===== src/rtl/dds_freq_meter.sv =====
// Frequency meter for an offset-binary sine stream: hysteretic rising-crossing
// detector, 2^AVG_LOG2-period averaging, and a restoring divide into an fword estimate.
module dds_freq_meter #(
    parameter int unsigned AVG_LOG2    = 4,
    parameter int unsigned MID         = 128,
    parameter int unsigned HYST        = 16,
    parameter int unsigned TIMEOUT_CYC = 32'd1 << 24,
    parameter int unsigned CNT_W       = 48
) (
    input  logic        clk,
    input  logic        rst,
    input  logic        en,
    input  logic        din_valid,
    input  logic [7:0]  din,
    output logic [31:0] fword_est,
    output logic        est_valid,
    output logic        busy,
    output logic        timeout
);

    localparam int unsigned QW     = 33 + AVG_LOG2;
    localparam int unsigned STEP_W = $clog2(QW);
    localparam int unsigned NC_W   = (AVG_LOG2 > 0) ? AVG_LOG2 : 1;
    localparam int unsigned TO_W   = $clog2(TIMEOUT_CYC + 1);

    localparam logic [7:0]        HI        = 8'(MID + HYST);
    localparam logic [7:0]        LO        = 8'(MID - HYST);
    localparam logic [NC_W-1:0]   NC_LAST   = NC_W'((1 << AVG_LOG2) - 1);
    localparam logic [TO_W-1:0]   TO_LAST   = TO_W'(TIMEOUT_CYC - 1);
    localparam logic [STEP_W-1:0] STEP_LAST = STEP_W'(QW - 1);

    typedef enum logic [2:0] {
        S_IDLE,
        S_SYNC,
        S_MEASURE,
        S_DIVIDE,
        S_DONE
    } state_t;

    state_t             state_q, state_d;
    logic               armed_q, armed_d;
    logic [CNT_W-1:0]   cnt_q, cnt_d;
    logic [NC_W-1:0]    ncross_q, ncross_d;
    logic [TO_W-1:0]    tcnt_q, tcnt_d;
    logic [CNT_W-1:0]   div_q, div_d;
    logic [CNT_W:0]     rem_q, rem_d;
    logic [QW-1:0]      quo_q, quo_d;
    logic [STEP_W-1:0]  step_q, step_d;
    logic [31:0]        fword_q, fword_d;
    logic               est_q, est_d;
    logic               tout_q, tout_d;

    logic               xing;
    logic               to_hit;
    logic [CNT_W:0]     rem_sh;
    logic               rem_ge;

    always_comb begin
        state_d  = state_q;
        cnt_d    = cnt_q;
        ncross_d = ncross_q;
        div_d    = div_q;
        rem_d    = rem_q;
        quo_d    = quo_q;
        step_d   = step_q;
        fword_d  = fword_q;
        est_d    = 1'b0;
        tout_d   = 1'b0;
        tcnt_d   = '0;

        xing   = din_valid && armed_q && (din >= HI);
        to_hit = (tcnt_q == TO_LAST);

        if (state_q == S_IDLE)
            armed_d = 1'b0;
        else if (din_valid && (din < LO))
            armed_d = 1'b1;
        else if (xing)
            armed_d = 1'b0;
        else
            armed_d = armed_q;

        // Dividend is a single 1 followed by zeros, so only step 0 shifts in a 1.
        rem_sh = {rem_q[CNT_W-1:0], (step_q == '0)};
        rem_ge = (rem_sh >= {1'b0, div_q});

        if (state_q == S_SYNC || state_q == S_MEASURE)
            tcnt_d = tcnt_q + TO_W'(1);

        case (state_q)
            S_IDLE: begin
                if (en)
                    state_d = S_SYNC;
            end
            S_SYNC: begin
                if (!en) begin
                    state_d = S_IDLE;
                end else if (xing) begin
                    cnt_d    = '0;
                    ncross_d = '0;
                    tcnt_d   = '0;
                    state_d  = S_MEASURE;
                end else if (to_hit) begin
                    tout_d  = 1'b1;
                    fword_d = '0;
                    tcnt_d  = '0;
                end
            end
            S_MEASURE: begin
                cnt_d = cnt_q + CNT_W'(1);
                if (!en) begin
                    state_d = S_IDLE;
                end else if (xing) begin
                    tcnt_d = '0;
                    if (ncross_q == NC_LAST) begin
                        div_d   = cnt_q + CNT_W'(1);
                        rem_d   = '0;
                        quo_d   = '0;
                        step_d  = '0;
                        state_d = S_DIVIDE;
                    end else begin
                        ncross_d = ncross_q + NC_W'(1);
                    end
                end else if (to_hit) begin
                    tout_d  = 1'b1;
                    fword_d = '0;
                    tcnt_d  = '0;
                    state_d = S_SYNC;
                end
            end
            S_DIVIDE: begin
                if (!en) begin
                    state_d = S_IDLE;
                end else begin
                    rem_d  = rem_ge ? (rem_sh - {1'b0, div_q}) : rem_sh;
                    quo_d  = {quo_q[QW-2:0], rem_ge};
                    step_d = step_q + STEP_W'(1);
                    if (step_q == STEP_LAST)
                        state_d = S_DONE;
                end
            end
            S_DONE: begin
                if (!en) begin
                    state_d = S_IDLE;
                end else begin
                    est_d   = 1'b1;
                    fword_d = (|quo_q[QW-1:32]) ? '1 : quo_q[31:0];
                    state_d = S_SYNC;
                end
            end
            default: state_d = S_IDLE;
        endcase
    end

    always_ff @(posedge clk) begin
        if (rst) begin
            state_q  <= S_IDLE;
            armed_q  <= 1'b0;
            cnt_q    <= '0;
            ncross_q <= '0;
            tcnt_q   <= '0;
            div_q    <= '0;
            rem_q    <= '0;
            quo_q    <= '0;
            step_q   <= '0;
            fword_q  <= '0;
            est_q    <= 1'b0;
            tout_q   <= 1'b0;
        end else begin
            state_q  <= state_d;
            armed_q  <= armed_d;
            cnt_q    <= cnt_d;
            ncross_q <= ncross_d;
            tcnt_q   <= tcnt_d;
            div_q    <= div_d;
            rem_q    <= rem_d;
            quo_q    <= quo_d;
            step_q   <= step_d;
            fword_q  <= fword_d;
            est_q    <= est_d;
            tout_q   <= tout_d;
        end
    end

    assign fword_est = fword_q;
    assign est_valid = est_q;
    assign timeout   = tout_q;
    assign busy      = (state_q != S_IDLE);

endmodule

===== config.mk =====
export PLATFORM = sky130hd
export DESIGN_NAME = dds_freq_meter
export DESIGN_NICKNAME = d
export VERILOG_FILES = /design/src/rtl/dds_freq_meter.sv
export SDC_FILE = /design/constraint.sdc
export NUM_CORES = 1
export LEC_CHECK = 0
export CAP_MARGIN = 0
export CORE_UTILIZATION = 56
export DETAILED_ROUTE_END_ITERATION = 6
export PLACE_DENSITY_LB_ADDON = 0.15
export SYNTH_ARGS = -nofsm -noshare
export SYNTH_HDL_FRONTEND = slang
export SYNTH_SLANG_ARGS = --single-unit

===== constraint.sdc =====
create_clock -name clk -period 2.7 [get_ports clk]
set_input_delay 0.27 -clock clk [delete_from_list [all_inputs] [get_ports clk]]
set_output_delay 0.27 -clock clk [all_outputs]
set_load 0.02 [all_outputs]

==> flow_metrics.tcl, run 1 <==
set metrics [dict create \
    outcome "finished, violations left" \
    violations "setup timing" \
    row_count 56 \
    synthesis.instances 1726 \
    cts.sinks 254 \
    worst_ep_required_time_ps 3150 \
    grt_pass1_wl_mm 59.23 \
    clockBufferDepth 3 \
    path_clk_slew_ps 60 \
    antenna_found_initial 0 \
    synth-seq-cells 254 \
    worst_setup_path_end_kind "flip-flop" \
    grt-ovfl-total 0 \
    insertion_delay_ps 570 \
    place_hpwl_mm 24.61 \
    r2r_start "div_q[6]" \
    synth_top_family_by_area "compound AO/OA/AOI/OAI gates" \
    vias 13100 \
    synth_flop_cell "dfxtp_1" \
    fin_skew_ps 25.26 \
    synth_warnings 0 \
    worstMarginPinSlew_ps 1320 \
    viasPerCell 5.758 \
    cts_tree "yes" \
    cp_data_arrival_time_ps 3440 \
    drc 0 \
    drv_slew 0 \
    grt_max_degree 75 \
    ioPinCount 47 \
    multi_input_area_mm2 0.008557 \
    pwr-share-seq 0.487 \
    peakVddDrop_mv 0.5489 \
    hold_viol_final 0 \
    dieArea_mm2 0.02507 \
    gp_congestion 0.9082 \
    area_growth_pct 28.85 \
    hp-class "input port to flip-flop" \
    finalPower_mw 7.706 \
    numPortBuffers 42 \
    maxCapViolations 0 \
    drt_wl_total_mm 36.83 \
    p_int_mw 6.000 \
    yosysSeqAreaShare 0.3715 \
    tns_ps -10100 \
    netlist_area_mm2 0.01369 \
    dieWidth_um 158.3 \
    setup_viol 49 \
    synthAdderAreaFrac 0.05064 \
    cts_hold_buf 0 \
    async_flop_share 0 \
    synth_compound_area_frac 0.2157 \
    switchingPower_mw 1.706 \
    post-route-util 0.7425 \
    final-seq-area_mm2 0.005096 \
    path_class "flip-flop to flip-flop" \
    crit_start "div_q[6]" \
    min_period_over_period 1.107 \
    rsz0062_at_grt "yes" \
    track_usage 0.2892 \
    yosys.area_share.xor_xnor 0.07678 \
    final_cell_area_mm2 0.01764 \
    wire_per_inst_um 16.19 \
    avgSynthCellArea_um2 7.931 \
    finalNetCount 2003 \
    drt_iter0_markers 908 \
    sw_frac_of_total 0.2214 \
    synth_nets 1792 \
    dpl_cell_area_mm2 0.01602 \
    synth_edf_count 0 \
    die_h_um 158.3 \
    drtPass1Iterations 5 \
    p_leak_nw 6.834 \
    h-tree-depth 1 \
    fillers 1802 \
    powerDensity_mw_per_mm2 436.9 \
    synthDistinctLibCells 79 \
    core_area_mm2 0.02375 \
    max_slew_margin 0.1203 \
    synth.area.mux_share 0.02788 \
    worstSetupStartpointType "flip-flop" \
    timing.final.ws_setup_ps -287.8 \
    fin_crit_ps 2988 \
    start_util 0.5763 \
    cts_root_buf "clkbuf_16" \
    drive_gt1_frac 0.2137 \
    numCtsBuffers 28 \
    antenna_cells 0 \
    crit_path_max_fanout 7 \
    postRouteAntennaNets 0 \
    power_frac_clock 0.496 \
    grt_pass1_vias 12290 \
    fmax_mhz 334.7 \
    hp-start "rst" \
    synth-simple-area-share 0.2085 \
    p_comb_frac 0.016 \
]
==> final cells by class <==
class | instances | area share
multi-input cells | 1306 | 0.4852
flip-flops and latches | 254 | 0.2889
repair buffers | 282 | 0.1368
clock buffers | 39 | 0.04661
well taps | 319 | 0.02263
inverters | 65 | 0.01383
clock inverters | 10 | 0.005959
==> critical path: stages (launching register included) <==
cell and delay [ps]:
dfxtp_2 320, inv_2 50, ha_4 270, o21a_1 160, o211ai_1 90, buf_4 160
a211oi_4 270, o221ai_4 170, o2111ai_4 270, a21oi_4 100, o21bai_4 160, a41oi_4 170
buf_12 200, mux2_4 290, a22o_1 180
==> cell usage after synthesis (27+ instances only) <==
cell,count,area share
ha_1,53,0.048
o21ai_1,36,0.013
clkbuf_1,90,0.025
dfxtp_1,254,0.37
xnor2_1,60,0.038
nand3_1,77,0.028
mux2i_1,37,0.027
a21oi_1,160,0.059
a21o_1,27,0.015
inv_1,65,0.018
nand2_1,197,0.054
nor2_1,189,0.052
a211oi_1,51,0.028
xor2_1,60,0.038
o21ai_0,100,0.037
==> state kept, by name (all words and copies together) (netlist names) <==
| signal | count |
|---|---|
| timeout | 1 |
| quo_q | 37 |
| state_q | 3 |
| tcnt_q | 25 |
| ncross_q | 4 |
| rem_q | 48 |
| cnt_q | 48 |
| armed_q | 1 |
| div_q | 48 |
| est_valid | 1 |
| fword_est | 32 |
| step_q | 6 |
==> routing by layer <==
layer / share of wire / global-route usage / wire, um
met1: 0.45 / 0.3762 / 16440
met2: 0.48 / 0.5013 / 17670
met3: 0.046 / 0.03348 / 1686
met4: 0.028 / 0.08425 / 1033
met5: 0 / 0 / 0
==> power by group through the flow <==
stage	clock network, mW	registers, mW	logic (mW)
final	3.82	3.76	0.126
after global routing	4.03	3.75	0.135
after CTS	3.88	3.76	0.124
after detailed placement	0	3.84	0.122
after global placement	0	3.84	0.120
after floorplan	0	3.84	0.0836
==> final timing paths <==
kind,slack (ps),end,cells past startpoint
hold reg to reg,450,fword_est[15],2
setup reg to reg,-290,rem_q[14],14
hold / removal,260,rem_q[4],4
setup / recovery,-290,rem_q[14],14
==> cell families (layout without fill, tap and decap cells) <==
family | count (synthesis) | count (layout)
simple gates | 615 | 616
compound gates | 477 | 477
flops | 254 | 254
buf+inv | 167 | 396
xor+xnor | 120 | 120
fa+ha+maj | 55 | 55
mux | 38 | 38
==> placed cells by master (no fill, tap or decap), types with 16 or more instances in the layout <==
cell type and n:
nor3_1 23, nand3_1 72, a21oi_1 144, nor2_1 184
o21ai_0 84, and3_1 21, nand4_1 24, a21oi_2 16
inv_1 61, dfxtp_1 245, xor2_1 59, nand2_1 194
a22oi_1 23, buf_4 224, a21o_1 27, a211oi_1 49
clkbuf_16 30, clkdlybuf4s50_1 41, mux2i_1 35, xnor2_1 60
ha_1 38, o21ai_1 42
==> repair_timing <==
action | in CTS | in global routing
setup buffers | 5 | 8
gates cloned | 2 | 3
resized for setup | 42 | 77
endpoints found under the setup margin | 49 | 62
pin swaps | 20 | 32
==> per-stage QoR <==
stage          worst slack, ps  hold slack, ps  instances
3_3_place_gp            -316.6           439.3       2210
3_5_place_dp            -376.0           443.0       2210
5_1_grt                 -440.6           291.9       2275
2_1_floorplan            8.292           429.7       1726
4_1_cts                 -306.4           238.9       2266
6_report                -287.8           259.9       2275
Note: power is estimated with default switching activity, not from simulation.
==> inputs of run 2 (changes only) <==
--- a/config.mk
+++ b/config.mk
@@ -6,8 +6,9 @@
 export NUM_CORES = 1
 export LEC_CHECK = 0
 export CAP_MARGIN = 0
-export CORE_UTILIZATION = 56
+export CORE_UTILIZATION = 55
 export DETAILED_ROUTE_END_ITERATION = 6
+export GPL_TIMING_DRIVEN = 1
 export PLACE_DENSITY_LB_ADDON = 0.15
 export SYNTH_ARGS = -nofsm -noshare
 export SYNTH_HDL_FRONTEND = slang
==> run 2 against run 1 <==
The run still ends with setup timing left. Clock-buffer cell count is 3 lower. Cell count is 0.75% higher. Power hardly changed. Via count is 0.31% lower. Register-to-register slack better by 90 ps. Worst setup slack better by 91 ps. Combinational power hardly changed. First-iteration DRC count is 0.77% lower. Clock power hardly changed. Largest cell class unchanged.
==> flow_metrics.tcl, run 2 (same netlist as run 1, synthesis figures left out) <==
set metrics [dict create \
    h-tree-depth 1 \
    area_growth_pct 28.13 \
    rsz0062_at_grt "yes" \
    fillers 1939 \
    worst_ep_required_time_ps 3120 \
    grt_max_degree 72 \
    antenna_found_initial 0 \
    vias 13060 \
    drt_iter0_markers 901 \
    antenna_cells 0 \
    final_cell_area_mm2 0.01754 \
    grt-ovfl-total 0 \
    worstMarginPinSlew_ps 1267 \
    track_usage 0.2760 \
    layout_common_cells "dfxtp_1 (247), buf_4 (240), nand2_1 (197)" \
    crit_chain "ha_4 -> o21a_1 -> o211ai_1 -> a211oi_2 -> o221ai_4 -> o2111ai_4 -> a21oi_4 -> o21bai_4 -> a41oi_4 -> buf_4 -> buf_12 -> mux2i_1 -> o21ai_1" \
    hold_viol_final 0 \
    peakVddDrop_mv 0.5144 \
    fin_skew_ps 23.34 \
    crit_path_max_fanout 7 \
    clockBufferDepth 3 \
    drc 0 \
    max_slew_margin 0.1534 \
    dp_slack_ps -320.8 \
    post-route-util 0.7190 \
    die_h_um 159.8 \
    crit_buf_inv 2 \
    hp-class "input port to flip-flop" \
    start_util 0.5612 \
    drv_slew 0 \
    gp_congestion 0.9103 \
    insertion_delay_ps 560 \
    viasPerCell 5.698 \
    min_period_over_period 1.073 \
    cp_data_arrival_time_ps 3320 \
    path_clk_slew_ps 70 \
    max_stage_delay_ps 340 \
    dieWidth_um 159.8 \
    drt_wl_total_mm 35.88 \
    top_regs "cnt_q x48, div_q x48, rem_q x48" \
    postRouteAntennaNets 0 \
    worst_setup_path_end_kind "flip-flop" \
    path_class "flip-flop to flip-flop" \
    timing.final.ws_setup_ps -196.9 \
    violations "setup timing" \
    fmax_mhz 345.2 \
    powerDensity_mw_per_mm2 439.0 \
    maxCapViolations 0 \
    cts_root_buf "clkbuf_16" \
    grt_pass1_wl_mm 59.49 \
    crit_family "compound AO/OA/AOI/OAI gates" \
    wire_per_inst_um 15.65 \
    cpMaxStageDelayCell "dfxtp_2" \
    core_area_mm2 0.02439 \
    cts_tree "yes" \
    setup_viol 49 \
    dpl_cell_area_mm2 0.01609 \
    finalNetCount 2013 \
    p_leak_nw 6.772 \
    outcome "finished, violations left" \
    instances_no_fill 2292 \
    ioPinCount 47 \
    place_hpwl_mm 24.68 \
    grt_pass1_vias 12510 \
    numPortBuffers 42 \
    drive_gt1_frac 0.2058 \
    dieArea_mm2 0.02552 \
    cts.sinks 254 \
    holdWs_ps 47.12 \
    drtPass1Iterations 5 \
    worstSetupStartpointType "flip-flop" \
    numCtsBuffers 28 \
    row_count 57 \
    placedCellCount 2224 \
    fin_crit_ps 2897 \
    layout_commonest_cell "dfxtp_1" \
]
## run 2: cell count changes in the layout (fill, tap and decap cells not counted), moves of 3 or more
cell      change
a21oi_2       +4
nand2_2       -3
o21ai_2       -8
a32oi_1       +6
clkbuf_8      -4
a32oi_2       -6
nand2_1       +3
a21oi_1       -4
buf_4        +16
o21ai_1       +8
## run 2: final timing paths
check	from	end	slack, ps	cells past startpoint
worst min register to register	fword_est[4]	fword_est[4]	450	2
worst max-delay path	rem_q[4]	rem_q[5]	-200	13
worst max register to register	rem_q[4]	rem_q[5]	-200	13
worst min-delay path	rst	ncross_q[1]	50	2
## run 2: layer usage
layer	wire, um	vias to the layer above	GRT usage
met3	1819	67	0.03273
met5	0	-	0
met4	867	0	0.07430
met2	17220	304	0.4756
met1	15970	6167	0.3638
li1	-	6521	-
## run 2: through the flow
stage	TNS, ps	power [mW]
after global routing	-12830	7.932
after floorplan	0	3.919
final	-6671	7.699
after detailed placement	-12580	3.963
after CTS	-8708	7.762
after global placement	-8590	3.962
## run 2: worst reg2reg max path, delay by kind of cell (launching register included)
kind            cells  cell delay (ps)
flops               1              340
mux                 1              200
compound gates      9             1650
fa+ha+maj           1              240
buf+inv             2              310
## run 2: area by class of cell
| type | count | area (um^2) | area share |
|---|---|---|---|
| Clock buffer | 36 | 770.7 | 0.04395 |
| Clock inverter | 15 | 151.4 | 0.008632 |
| Inverter | 65 | 244.0 | 0.01391 |
| Multi-Input combinational cell | 1305 | 8436 | 0.4810 |
| Sequential cell | 254 | 5094 | 0.2904 |
| Tap cell | 324 | 405.4 | 0.02311 |
| Timing Repair Buffer | 293 | 2437 | 0.1390 |
## run 2: repair_timing
| action | CTS | global route |
|---|---|---|
| gates cloned | 1 | 0 |
| hold buffers | 0 | 0 |
| endpoints found under the setup margin | 51 | 57 |
| resized for setup | 38 | 50 |
| setup buffers | 11 | 6 |
| pin swaps | 27 | 21 |
## run 2: report_power, final
| group | total [mW] | internal, mW | switching, mW |
|---|---|---|---|
| clock network | 3.82 | 2.22 | 1.60 |
| registers | 3.75 | 3.75 | 0.00237 |
| logic | 0.127 | 0.0341 | 0.0932 |
| total | 7.70 | 6.00 | 1.70 |
